File: src/rtl/uart_pkg.sv
// Shared types and constants for the UART transmit arbiter.
// State encodings, header nibble and byte width.
package uart_pkg;

   localparam int BYTE_W = 8;

   localparam logic [3:0] TAG_NIBBLE = 4'hA;

   localparam logic [2:0] ST_IDLE     = 3'd0;
   localparam logic [2:0] ST_TAG      = 3'd1;
   localparam logic [2:0] ST_TAG_WAIT = 3'd2;
   localparam logic [2:0] ST_LOAD     = 3'd3;
   localparam logic [2:0] ST_WAIT     = 3'd4;

   typedef enum logic [2:0] {
      S_IDLE     = ST_IDLE,
      S_TAG      = ST_TAG,
      S_TAG_WAIT = ST_TAG_WAIT,
      S_LOAD     = ST_LOAD,
      S_WAIT     = ST_WAIT
   } state_t;

   function automatic logic [BYTE_W-1:0] tag_byte(
      input logic [3:0] id
   );
      return {TAG_NIBBLE, id};
   endfunction

endpackage

File: src/rtl/uart_tx_arbiter_rr_picker.sv
// Combinational round-robin pick: first valid index
// after i_Ptr, wrapping modulo NUM_REQ.
module rr_picker #(
   parameter int NUM_REQ = 4,
   parameter int IDX_W   = 2
) (
   input  logic [NUM_REQ-1:0] i_Valid,
   input  logic [IDX_W-1:0]   i_Ptr,
   output logic [IDX_W-1:0]   o_Idx,
   output logic               o_Any
);

   logic [IDX_W-1:0] k;

   // Scan farthest offset first so the nearest valid wins.
   always_comb begin
      o_Idx = '0;
      o_Any = 1'b0;
      k     = '0;
      for (int i = NUM_REQ; i >= 1; i--) begin
         k = IDX_W'((int'(i_Ptr) + i) % NUM_REQ);
         if (i_Valid[k]) begin
            o_Idx = k;
            o_Any = 1'b1;
         end
      end
   end

endmodule

File: src/rtl/uart_tx_arbiter.sv
// Round-robin sharing of one UART transmit engine.
// Optional per-grant header byte: UART_TX_ARB_TAG_EN.
module uart_tx_arbiter
   import uart_pkg::*;
#(
   parameter int NUM_REQ   = 4,
   parameter int IDX_W     = 2,
   parameter int MAX_BURST = 8
) (
   input  logic                      i_Clk,
   input  logic                      i_Rst,
   input  logic [NUM_REQ-1:0]        i_Req_valid,
   input  logic [BYTE_W*NUM_REQ-1:0] i_Req_data,
   input  logic [NUM_REQ-1:0]        i_Req_last,
   output logic [NUM_REQ-1:0]        o_Req_ready,
   output logic [BYTE_W-1:0]         o_TX_byte,
   output logic                      o_TX_start,
   input  logic                      i_TX_done,
   output logic [IDX_W-1:0]          o_Grant_id,
   output logic                      o_Busy
);

   state_t state_q, state_d;

   logic [IDX_W-1:0]  grant_q, grant_d;
   logic [IDX_W-1:0]  ptr_q, ptr_d;
   logic [7:0]        burst_q, burst_d;
   logic              last_q, last_d;
   logic [BYTE_W-1:0] byte_q, byte_d;
   logic              start_q, start_d;

   logic [IDX_W-1:0]  pick_idx;
   logic              pick_any;

   rr_picker #(
      .NUM_REQ (NUM_REQ),
      .IDX_W   (IDX_W)
   ) u_pick (
      .i_Valid (i_Req_valid),
      .i_Ptr   (ptr_q),
      .o_Idx   (pick_idx),
      .o_Any   (pick_any)
   );

   // State register.
   always_ff @(posedge i_Clk) begin
      if (i_Rst) state_q <= S_IDLE;
      else       state_q <= state_d;
   end

   // Grant, pointer, burst and engine-facing registers.
   always_ff @(posedge i_Clk) begin
      if (i_Rst) begin
         grant_q <= '0;
         ptr_q   <= IDX_W'(NUM_REQ - 1);
         burst_q <= '0;
         last_q  <= 1'b0;
         byte_q  <= '0;
         start_q <= 1'b0;
      end else begin
         grant_q <= grant_d;
         ptr_q   <= ptr_d;
         burst_q <= burst_d;
         last_q  <= last_d;
         byte_q  <= byte_d;
         start_q <= start_d;
      end
   end

   // Next state and datapath updates.
   always_comb begin
      state_d = state_q;
      grant_d = grant_q;
      ptr_d   = ptr_q;
      burst_d = burst_q;
      last_d  = last_q;
      byte_d  = byte_q;
      start_d = 1'b0;
      unique case (state_q)
         S_IDLE: begin
            if (pick_any) begin
               grant_d = pick_idx;
               burst_d = '0;
`ifdef UART_TX_ARB_TAG_EN
               state_d = S_TAG;
`else
               state_d = S_LOAD;
`endif
            end
         end
`ifdef UART_TX_ARB_TAG_EN
         S_TAG: begin
            byte_d  = tag_byte(4'(grant_q));
            start_d = 1'b1;
            state_d = S_TAG_WAIT;
         end
         S_TAG_WAIT: begin
            if (i_TX_done) state_d = S_LOAD;
         end
`endif
         S_LOAD: begin
            if (i_Req_valid[grant_q]) begin
               byte_d  = i_Req_data[{grant_q, 3'b000} +: BYTE_W];
               last_d  = i_Req_last[grant_q];
               if (burst_q != 8'hFF)
                  burst_d = burst_q + 8'd1;
               start_d = 1'b1;
               state_d = S_WAIT;
            end else begin
               ptr_d   = grant_q;
               state_d = S_IDLE;
            end
         end
         S_WAIT: begin
            if (i_TX_done) begin
               if (last_q || burst_q == 8'(MAX_BURST)) begin
                  ptr_d   = grant_q;
                  state_d = S_IDLE;
               end else begin
                  state_d = S_LOAD;
               end
            end
         end
         default: state_d = S_IDLE;
      endcase
   end

   // Only the granted requester sees ready, and only in LOAD.
   always_comb begin
      o_Req_ready = '0;
      if (state_q == S_LOAD) o_Req_ready[grant_q] = 1'b1;
   end

   assign o_TX_byte  = byte_q;
   assign o_TX_start = start_q;
   assign o_Grant_id = grant_q;
   assign o_Busy     = (state_q != S_IDLE);

endmodule

File: config.mk
export PLATFORM = sky130hd
export DESIGN_NAME = uart_tx_arbiter
export DESIGN_NICKNAME = d
export VERILOG_FILES = /design/src/rtl/uart_pkg.sv /design/src/rtl/uart_tx_arbiter_rr_picker.sv /design/src/rtl/uart_tx_arbiter.sv
export SDC_FILE = /design/constraint.sdc
export NUM_CORES = 1
export LEC_CHECK = 0
export ABC_CLOCK_PERIOD_IN_PS = 5000
export CELL_PAD_IN_SITES_DETAIL_PLACEMENT = 0
export CELL_PAD_IN_SITES_GLOBAL_PLACEMENT = 1
export CORE_ASPECT_RATIO = 0.75
export CORE_MARGIN = 2
export CORE_UTILIZATION = 33
export DETAILED_ROUTE_END_ITERATION = 10
export PLACE_DENSITY_LB_ADDON = 0.25
export SYNTH_ARGS = -nofsm -noshare
export SYNTH_HDL_FRONTEND = slang
export SYNTH_HIERARCHICAL = 1
export SYNTH_SLANG_ARGS = --single-unit
File: constraint.sdc
create_clock -name i_Clk -period 5 [get_ports i_Clk]
set_input_delay 0.75 -clock i_Clk [delete_from_list [all_inputs] [get_ports i_Clk]]
set_output_delay 0.75 -clock i_Clk [all_outputs]
set_load 0.05 [all_outputs]
## After elaboration in Yosys (flattened, before gate mapping)

Cells that the tools add are included.

- Bitwise operators: 1
- Add/subtract/negate cells: 5
- Eq/ne operators: 10
- $mul: 0
- Div/mod/pow operators: 0
- Reductions and logical operators: 12
- $lt $le $gt $ge: 6
- Multiplexer cells: 37
- Shifts and indexed selects: 1

Operator list:

| cell | count |
|---|---|
| variable part select 32 x 6 -> 8 bit | 1 |
| 2-to-1 mux 8 bit | 3 |
| 2-to-1 mux 2 bit | 8 |
| one-hot mux 8 bit (2 select lines) | 1 |
| less-than comparator 2 x 3 -> 1 bit, second input constant | 5 |
| binary-select mux 1 bit (select 2 bit) | 6 |
| 2-to-1 mux 1 bit | 12 |
| inequality test 2 bit, second input constant | 6 |
| 2-to-1 mux 3 bit | 3 |
| one-hot mux 3 bit (3 select lines) | 1 |
| adder 8 x 1 -> 8 bit, second input constant | 1 |
| == test 8 x 4 -> 1 bit, second input constant | 1 |
| inequality test 8 bit, second input constant | 1 |
| AND reduction 4 bit | 2 |
| AND reduction 2 bit | 3 |
| adder 2 x 1 -> 2 bit, second input constant | 2 |
| adder 2 bit, second input constant | 2 |
| 2-to-1 mux 4 bit | 1 |
| one-hot mux 2 bit (2 select lines) | 1 |
| nonzero test 2 bit | 2 |
| == test 3 x 2 -> 1 bit, second input constant | 1 |
| == test 3 bit, second input constant | 1 |
| logical NOT 3 bit | 1 |
| nonzero test 3 bit | 1 |
| other kinds (6) | 6 |

- Flip-flop bits (word level): 25
- Bits of input ports: 43
- Memories: 0
- Output and inout port bits: 16
- Latch bits: 0
- Memory bits (read-only): 0
- Bits in writable memories: 0

## Logic depth before layout (Yosys ltp)

- Word-level depth: 9
- Gate-level depth with buffers: 6
- Depth with buffers taken out: 6

## Cells and area by module

Netlist, hierarchy kept.

Modules (own cells, without submodules):

| module | area each (sq um) | seq. area each (sq um) | instances | cells each |
|---|---|---|---|---|
| uart_tx_arbiter | 1352.5 | 480.5 | 1 | 151 |
| rr_picker | 91.3 | 0.0 | 1 | 14 |

## Worst setup path after synthesis

OpenSTA, ideal clock, no wires.

- Path type: flip-flop to output port
- Start point: reg grant_q[0] (netlist: o_Grant_id[0])
- End point: out o_Req_ready[1]
- Path slack: 2.332 ns
- Stages on the path, launching flop included: 5
- Data arrival time: 1.918 ns
- Path buffers: 2
- Path through: dfxtp_1 > buf_2 > buf_2 > inv_1 > nor2_1

- Longest elaborated chain between the ends: 5
- Elaborated cells between the ends (all ways): 6
- Classes of those cells: 2 x order compare; 3 x mux; 1 x reduce/logical

RTL lines:

| item | RTL line | source |
|---|---|---|
| start: declaration | uart_tx_arbiter.sv:25 | `logic [IDX_W-1:0] grant_q, grant_d;` |
| start signal: assignment | uart_tx_arbiter.sv:61 | `grant_q <= grant_d;` |
| less-than comparator 2 x 3 -> 1 bit (not written as such) or greater-or-equal comparator 2 x 1 -> 1 bit (tied branches) | uart_tx_arbiter.sv:131 | `if (state_q == S_LOAD) o_Req_ready[grant_q] = 1'b1;` |
| logical AND 1 bit (not written as such) | uart_tx_arbiter.sv:131 |  |
| 2-to-1 mux 1 bit (not written as such) | uart_tx_arbiter.sv:131 |  |
| demux 1 bit (select 2 bit) (*) | uart_tx_arbiter.sv:131 |  |
| 2-to-1 mux 4 bit (*) | uart_tx_arbiter.sv:131 |  |
| end: declaration | uart_tx_arbiter.sv:15 | `output logic [NUM_REQ-1:0] o_Req_ready,` |

Every way passes the cells marked *; elsewhere a longest branch is shown, timed or not.

## Worst setup path after layout

Ends and elaborated chain as after synthesis.

==> results by group <==
Outcome
  – Status: finished, final reports clean

Final layout
  – Final Cell Area: 0.002133 mm2
  – Fillers: ~390
  – Nets@finish: 265
  – Layout cells sized above 1: 9.132%
  – Area Growth Syn to Fin: 47.75%
  – Diodes inserted: 0

Logic synthesis
  – Syn nets: 210
  – Post-synth EDFFs: 0
  – Cell Area, Synth: 0.001444 mm2
  – Average size of a mapped cell: 8.751 um2
  – Post-synthesis adder-cell area fraction: 1.733%
  – Count of warnings emitted by yosys: 6
  – Synth Area in Simple Gates: around 23%
  – Compound-Gate Fraction of Synth Area: 19.06%
  – Seq/Total Area, Yosys: 33.28%
  – Count of different cell masters after synthesis: 45
  – Xor and xnor area share after synthesis: 0%
  – Synthesized instance count: around 170
  – Yosys reg bits: 24
  – Largest family of logic cells by synthesized area: simple AND/OR/NAND/NOR gates
  – Top_reg_cell synth: dfxtp_1
  – Ys async rst share: 0%
  – Multiplexer area fraction after synthesis: 18.28%

Floorplan
  – Starting Density: about a third
  – Die H: 61.29 um
  – I/O Pins: 59
  – Standard-cell row count: 20
  – Die area: 0.004926 mm2
  – Die width: 80.38 um
  – Total core area: 0.004129 mm2

Clock network
  – CTS tree: built
  – # resized after CTS: 0
  – Hold-fix buffers, CTS: 0
  – Clock slew at reported path FFs: 0.09 ns
  – CTS H-tree lvls: 1
  – Post-CTS Repair Setup Buffers: 0
  – Clk root buf: clkbuf_8
  – CTS sink cnt: 24
  – Clk_lat worst skew: about 0.27 ns
  – TritonCTS Buffers: 3
  – Clock buffer depth: 2

Setup path
  – Critical path buffers and inverters: 2
  – CP Max Fanout: 17
  – Worst path cell trace: inv_1 -> nor2_1 -> clkdlybuf4s50_1
  – WS Path Type: reg -> out
  – Capturing element type of the critical path: primary output
  – Worst endpoint required time: 4.25 ns
  – R2R setup slack: 2.26 ns
  – Cell family with most CP delay: flip-flops
  – Slowest cell on the critical path: dfxtp_1
  – CP max stage delay: 0.95 ns
  – Startpoint Class: flip-flop
  – Crit path DAT: 2.32 ns

Run
  – Max_cap viols: 0

Global routing
  – Largest net degree at the start of global routing: 28
  – Met1 usage: between 20% and 30%
  – First-pass GRT wire length: approximately 6.7 mm
  – Met2 Resource Use GR: between 20% and 30%
  – Congestion Overflow GR: 0
  – Gr usage total: 17.76%
  – M3 GR Usage: about 3.8%
  – Via count of the first global-routing pass: roughly 1,400
  – Gr busiest metal: met2
  – Initial antenna violation count: 0

STA
  – F_max: 325.7 MHz
  – Setup repair after global routing missed its margin: no
  – Fin. Hold Viols: 0
  – Worst-Margin Slew: between 1 and 1.5 ns
  – Slew HR: roughly 28%
  – Setup Viol. Count Final: 0
  – Final min period: 3.071 ns
  – Setup_tns: 0 ns
  – Final cycle utilization of the critical path: 61.41%
  – Max Slew Vio Count: 0
  – Skew final: 0.003007 ns

Placement
  – Placer congestion estimate: 0.8811
  – # port buffers: just under 60
  – Placed inst area: 0.002062 mm2
  – Hpwl dp: 3.238 mm

Drt
  – Routed wire length: 4.379 mm
  – Vias per cell: 5.478
  – Pre-Repair DR Iteration Count: 4
  – Avg WL per Cell: 15.98 um
  – Final ANT Viol Nets: 0
  – Initial DRC count: 118
  – DRC viols: 0
  – Via Count: 1,501

Power and ir drop
  – VDD IR max: between 0.15 and 0.2 mV
  – Leak: 0.7293 nW
  – Pwr Density: 274.3 mW/mm2

Worst hold path
  – Worst hold path type: reg -> reg
synth_stat cells (all sizes together), types with 4 or more instances:
library cell / number / area share [%]
dfxtp: 24 / 33
a21oi: 19 / 6.8
a31oi: 4 / 1.7
inv: 7 / 1.8
buf: 5 / 1.6
nand3: 6 / 2.1
mux4: 9 / 14
nor2: 12 / 3.1
mux2i: 5 / 3.5
nand2: 26 / 6.8
clkbuf: 4 / 1.0
per-layer routing:
layer,vias to the layer above,routed length (um)
met5,-,0
met4,0,27
met3,4,270
met2,60,2072
met1,718,2009
li1,719,-
per-stage QoR:
| step | util, % | setup slack [ns] | power, mW | hold WS [ns] | instances |
|---|---|---|---|---|---|
| 6_report | 51.67 | 1.929 | 0.5853 | 0.4540 | 274 |
| 5_1_grt | 51.67 | 1.730 | 0.6148 | 0.4833 | 274 |
| 4_1_cts | 51.67 | 1.896 | 0.5910 | 0.4568 | 274 |
| 3_5_place_dp | 49.94 | 1.994 | 0.4180 | 0.4437 | 270 |
| 3_3_place_gp | 49.94 | 2.108 | 0.4148 | 0.4382 | 270 |
| 2_1_floorplan | - | 2.332 | 0.3408 | 0.4316 | 165 |
kinds of logic (layout without fill, tap and decap cells):
| family | count (synthesis) | count (layout) |
|---|---|---|
| and+or+nand+nor | 67 | 67 |
| AOI/OAI and AO/OA | 41 | 41 |
| DFF | 24 | 24 |
| buffers and inverters | 16 | 70 |
| muxes | 15 | 15 |
| adders and majority gates | 2 | 2 |
cells in the final DEF, fill, tap and decap left out, types with 2 or more instances in the layout:
cell,count
mux4_2,9
mux2i_1,5
nand2b_1,3
nand3_1,6
o211ai_1,3
inv_1,7
clkbuf_8,3
nand3b_1,2
nor2_1,12
o21ai_0,3
nor3_1,3
ha_1,2
nor2b_1,2
dfxtp_1,24
nand2_1,26
a21oi_1,18
or4_1,2
a31oi_1,4
clkdlybuf4s50_1,58
flip-flops by register name (all words and copies together), names as in the netlist:
| signal | flops |
|---|---|
| o_Grant_id | 2 |
| o_TX_byte | 8 |
| burst_q | 8 |
| state_q | 2 |
| o_TX_start | 1 |
| last_q | 1 |
| ptr_q | 2 |
where the power goes:
part	total, mW	switching [mW]	internal [mW]
logic	0.188	0.0971	0.0908
clock network	0.172	0.0652	0.107
registers	0.225	0.0213	0.204
total	0.585	0.184	0.402
cell type report:
class	instances	area, um2	share of cell area (%)
multi-input cells	125	898.4	42.11
repair buffers	59	588.1	27.57
flip-flops and latches	24	480.5	22.52
well taps	55	68.82	3.226
clock buffers	3	41.29	1.935
clock inverters	1	30.03	1.408
inverters	7	26.28	1.232
worst paths after layout:
check	startpoint	end	depth (start not counted)
setup / recovery	o_Grant_id[0]$_SDFFE_PP0P_	o_Req_ready[1]	3
setup reg to reg	o_Grant_id[0]$_SDFFE_PP0P_	burst_q[6]$_SDFFE_PP0P_	4
hold reg to reg	o_TX_byte[1]$_SDFFE_PP0P_	o_TX_byte[1]$_SDFFE_PP0P_	2
hold / removal	o_TX_byte[1]$_SDFFE_PP0P_	o_TX_byte[1]$_SDFFE_PP0P_	2
worst min-delay path, stage by stage (launching register included):
cell	delay (ns)
dfxtp_1	0.32
nand2_1	0.05
a21oi_1	0.05
Power figures use the tool's default switching activity.
==> edit: new RTL, config.mk and constraints unchanged <==
`IDX_W` is set to 2 in 2 places; all go to 3.
--- a/src/rtl/uart_tx_arbiter_rr_picker.sv
+++ b/src/rtl/uart_tx_arbiter_rr_picker.sv
@@ -3,5 +3,5 @@
 module rr_picker #(
    parameter int NUM_REQ = 4,
-   parameter int IDX_W   = 2
+   parameter int IDX_W   = 3
 ) (
    input  logic [NUM_REQ-1:0] i_Valid,
--- a/src/rtl/uart_tx_arbiter.sv
+++ b/src/rtl/uart_tx_arbiter.sv
@@ -5,5 +5,5 @@
 #(
    parameter int NUM_REQ   = 4,
-   parameter int IDX_W     = 2,
+   parameter int IDX_W     = 3,
    parameter int MAX_BURST = 8
 ) (
Interface: changed (resized o_Grant_id); port bits go from 59 to 60. No check against the original RTL was run, so the function may have changed too.
==> edit against the original RTL <==
- the run now ends with design-rule violations left
- utilization is 4.9 points lower
- first-iteration DRC count fell by 34%
- clock power down 28%
- critical endpoint is now o_Req_ready[3]
- fmax decreased by 1.7%
- synthesized area rose by 15%
- sequential cell count up 1
- highest routed layer unchanged
- worst setup slack got worse by 53 ps
- design area rose by 6.9%
- combinational power grew 11%
- sequential share of layout area decreased by 0.58 points
- cell count up 0.73%
- largest power group unchanged
- total power fell by 2.7%
- routed wire length shrank 2.7%
==> edit: results (changes against the original RTL) <==
status = finished, violations left
failing checks = design-rule violations
Pleak = 0.802 nW (+10%)
worst skew pair latency = 270 ps (about the same)
R2R Path End = o_TX_byte[1]
worst relative slew slack = 20.5% (-7.2 points)
gr usage total = 16.1% (-1.6 points)
Hold WC Path Type = register to register
nets = 262 (-1.1%)
vias per std cell = 5.31 (-3.1%)
critical path arrival = 2370 ps (+50 ps)
DR iter-0 viols = 78 (-34%)
worst reg2reg setup slack = 2710 ps (+450 ps)
Final Skew = 6.05 ps (+3.04 ps)
Yosys warning count = 6 (unchanged)
initial antenna violation count = 0 (unchanged)
vias in the first global route = 1446 (+5.5%)
max incr delay on CP = 1010 ps (+60 ps)
Clock Path Buffers = 2 (unchanged)
GRT met2 Usage = 25.7% (-4.2 points)
antenna diode count = 0 (unchanged)
Worst R2R Path Depth = 4 (unchanged)
slowest stage cell on the critical path = dfxtp_1
met1 Usage GRT = 22.8% (-1.5 points)
first-pass GRT wire length = 7180 um (+7.6%)
Cells after DPL = 272 (+0.74%)
Hold EP = o_TX_byte[5]
RePlAce Congestion = 0.827 (-6.1%)
port bufs = 59 (+1.7%)
share of layout cells above drive strength 1 = 14.4% (+5.2 points)
VDD IR max = 0.000118 V (-29%)
quantity of gates resized following cts = 0 (unchanged)
busiest grt layer = met2
H-tree levels = 1 (unchanged)
Post-DP HPWL = 3200 um (-1.1%)
largest net degree at the start of global routing = 29 (+3.6%)
Final Non-Filler Cells = 276 (+0.73%)
DRC = 5 (+5)
met3 GRT Util = 3.77% (-0.043 points)
worst-path fanout max = 20 (+3)
post-synth net total = 211 (+0.48%)
WHS = 520 ps (+66.4 ps)
worst reg2reg startpoint = o_Grant_id[0]
Post-CTS Setup Bufs = 0 (unchanged)
Worst-path clk slew = 90 ps (about the same)
Max Cap Viol = 0 (unchanged)
Cells after Synth = 166 (+0.61%)
CP Launch Type = register
hold path start = o_TX_byte[5]
drt first pass iters = 7 (+3)
clock buffer count from CTS = 3 (unchanged)
routed wire length = 4260 um (-2.7%)
-- edit: tightest hold or removal path, delay by kind of cell (launching register included) --
kind               cells  cell delay, ps
AOI/OAI and AO/OA      1              80
and+or+nand+nor        1              80
DFF                    1             330
-- edit: worst max-delay path by stage --
stage,cells after the start,slack [ps],startpoint,endpoint
floorplan,3,1800,o_Grant_id[0],o_Req_ready[0]
global route,3,1680,o_Grant_id[0],o_Req_ready[1]
finish,2,1880,o_Grant_id[0],o_Req_ready[3]
detailed placement,2,2130,o_Grant_id[0],o_Req_ready[3]
global placement,2,2160,o_Grant_id[0],o_Req_ready[3]
CTS,2,1830,o_Grant_id[0],o_Req_ready[3]
-- edit: cell type report --
type | count | area, sq um
Multi-Input combinational cell | 125 | 1060
Clock buffer | 4 | 45.0
Fill cell | 450 | 2590
Tap cell | 60 | 75.1
Timing Repair Buffer | 59 | 591
Sequential cell | 25 | 500
Inverter | 3 | 11.3
-- edit: power breakdown --
group          leakage [nW]  internal, W  total [W]  switching (W)
sequential            0.203     0.000212   0.000239      0.0000265
combinational         0.576     0.000105   0.000208       0.000103
clock                0.0228    0.0000570   0.000123      0.0000658
-- edit: layer usage --
metal,share of wire (%),up-vias
met5,0,-
met4,0.45,0
met3,5.3,2
met2,46,38
met1,49,695
li1,-,730
-- edit: per-stage QoR --
stage | cell area, sq um | utilization, % | worst slack (ps)
final | 2280 | 46.8 | 1880
after global routing | 2280 | 46.8 | 1680
after CTS | 2280 | 46.8 | 1830
after detailed placement | 2240 | 45.9 | 2130
after global placement | 2240 | 45.9 | 2160
after floorplan | 1660 | - | 1800
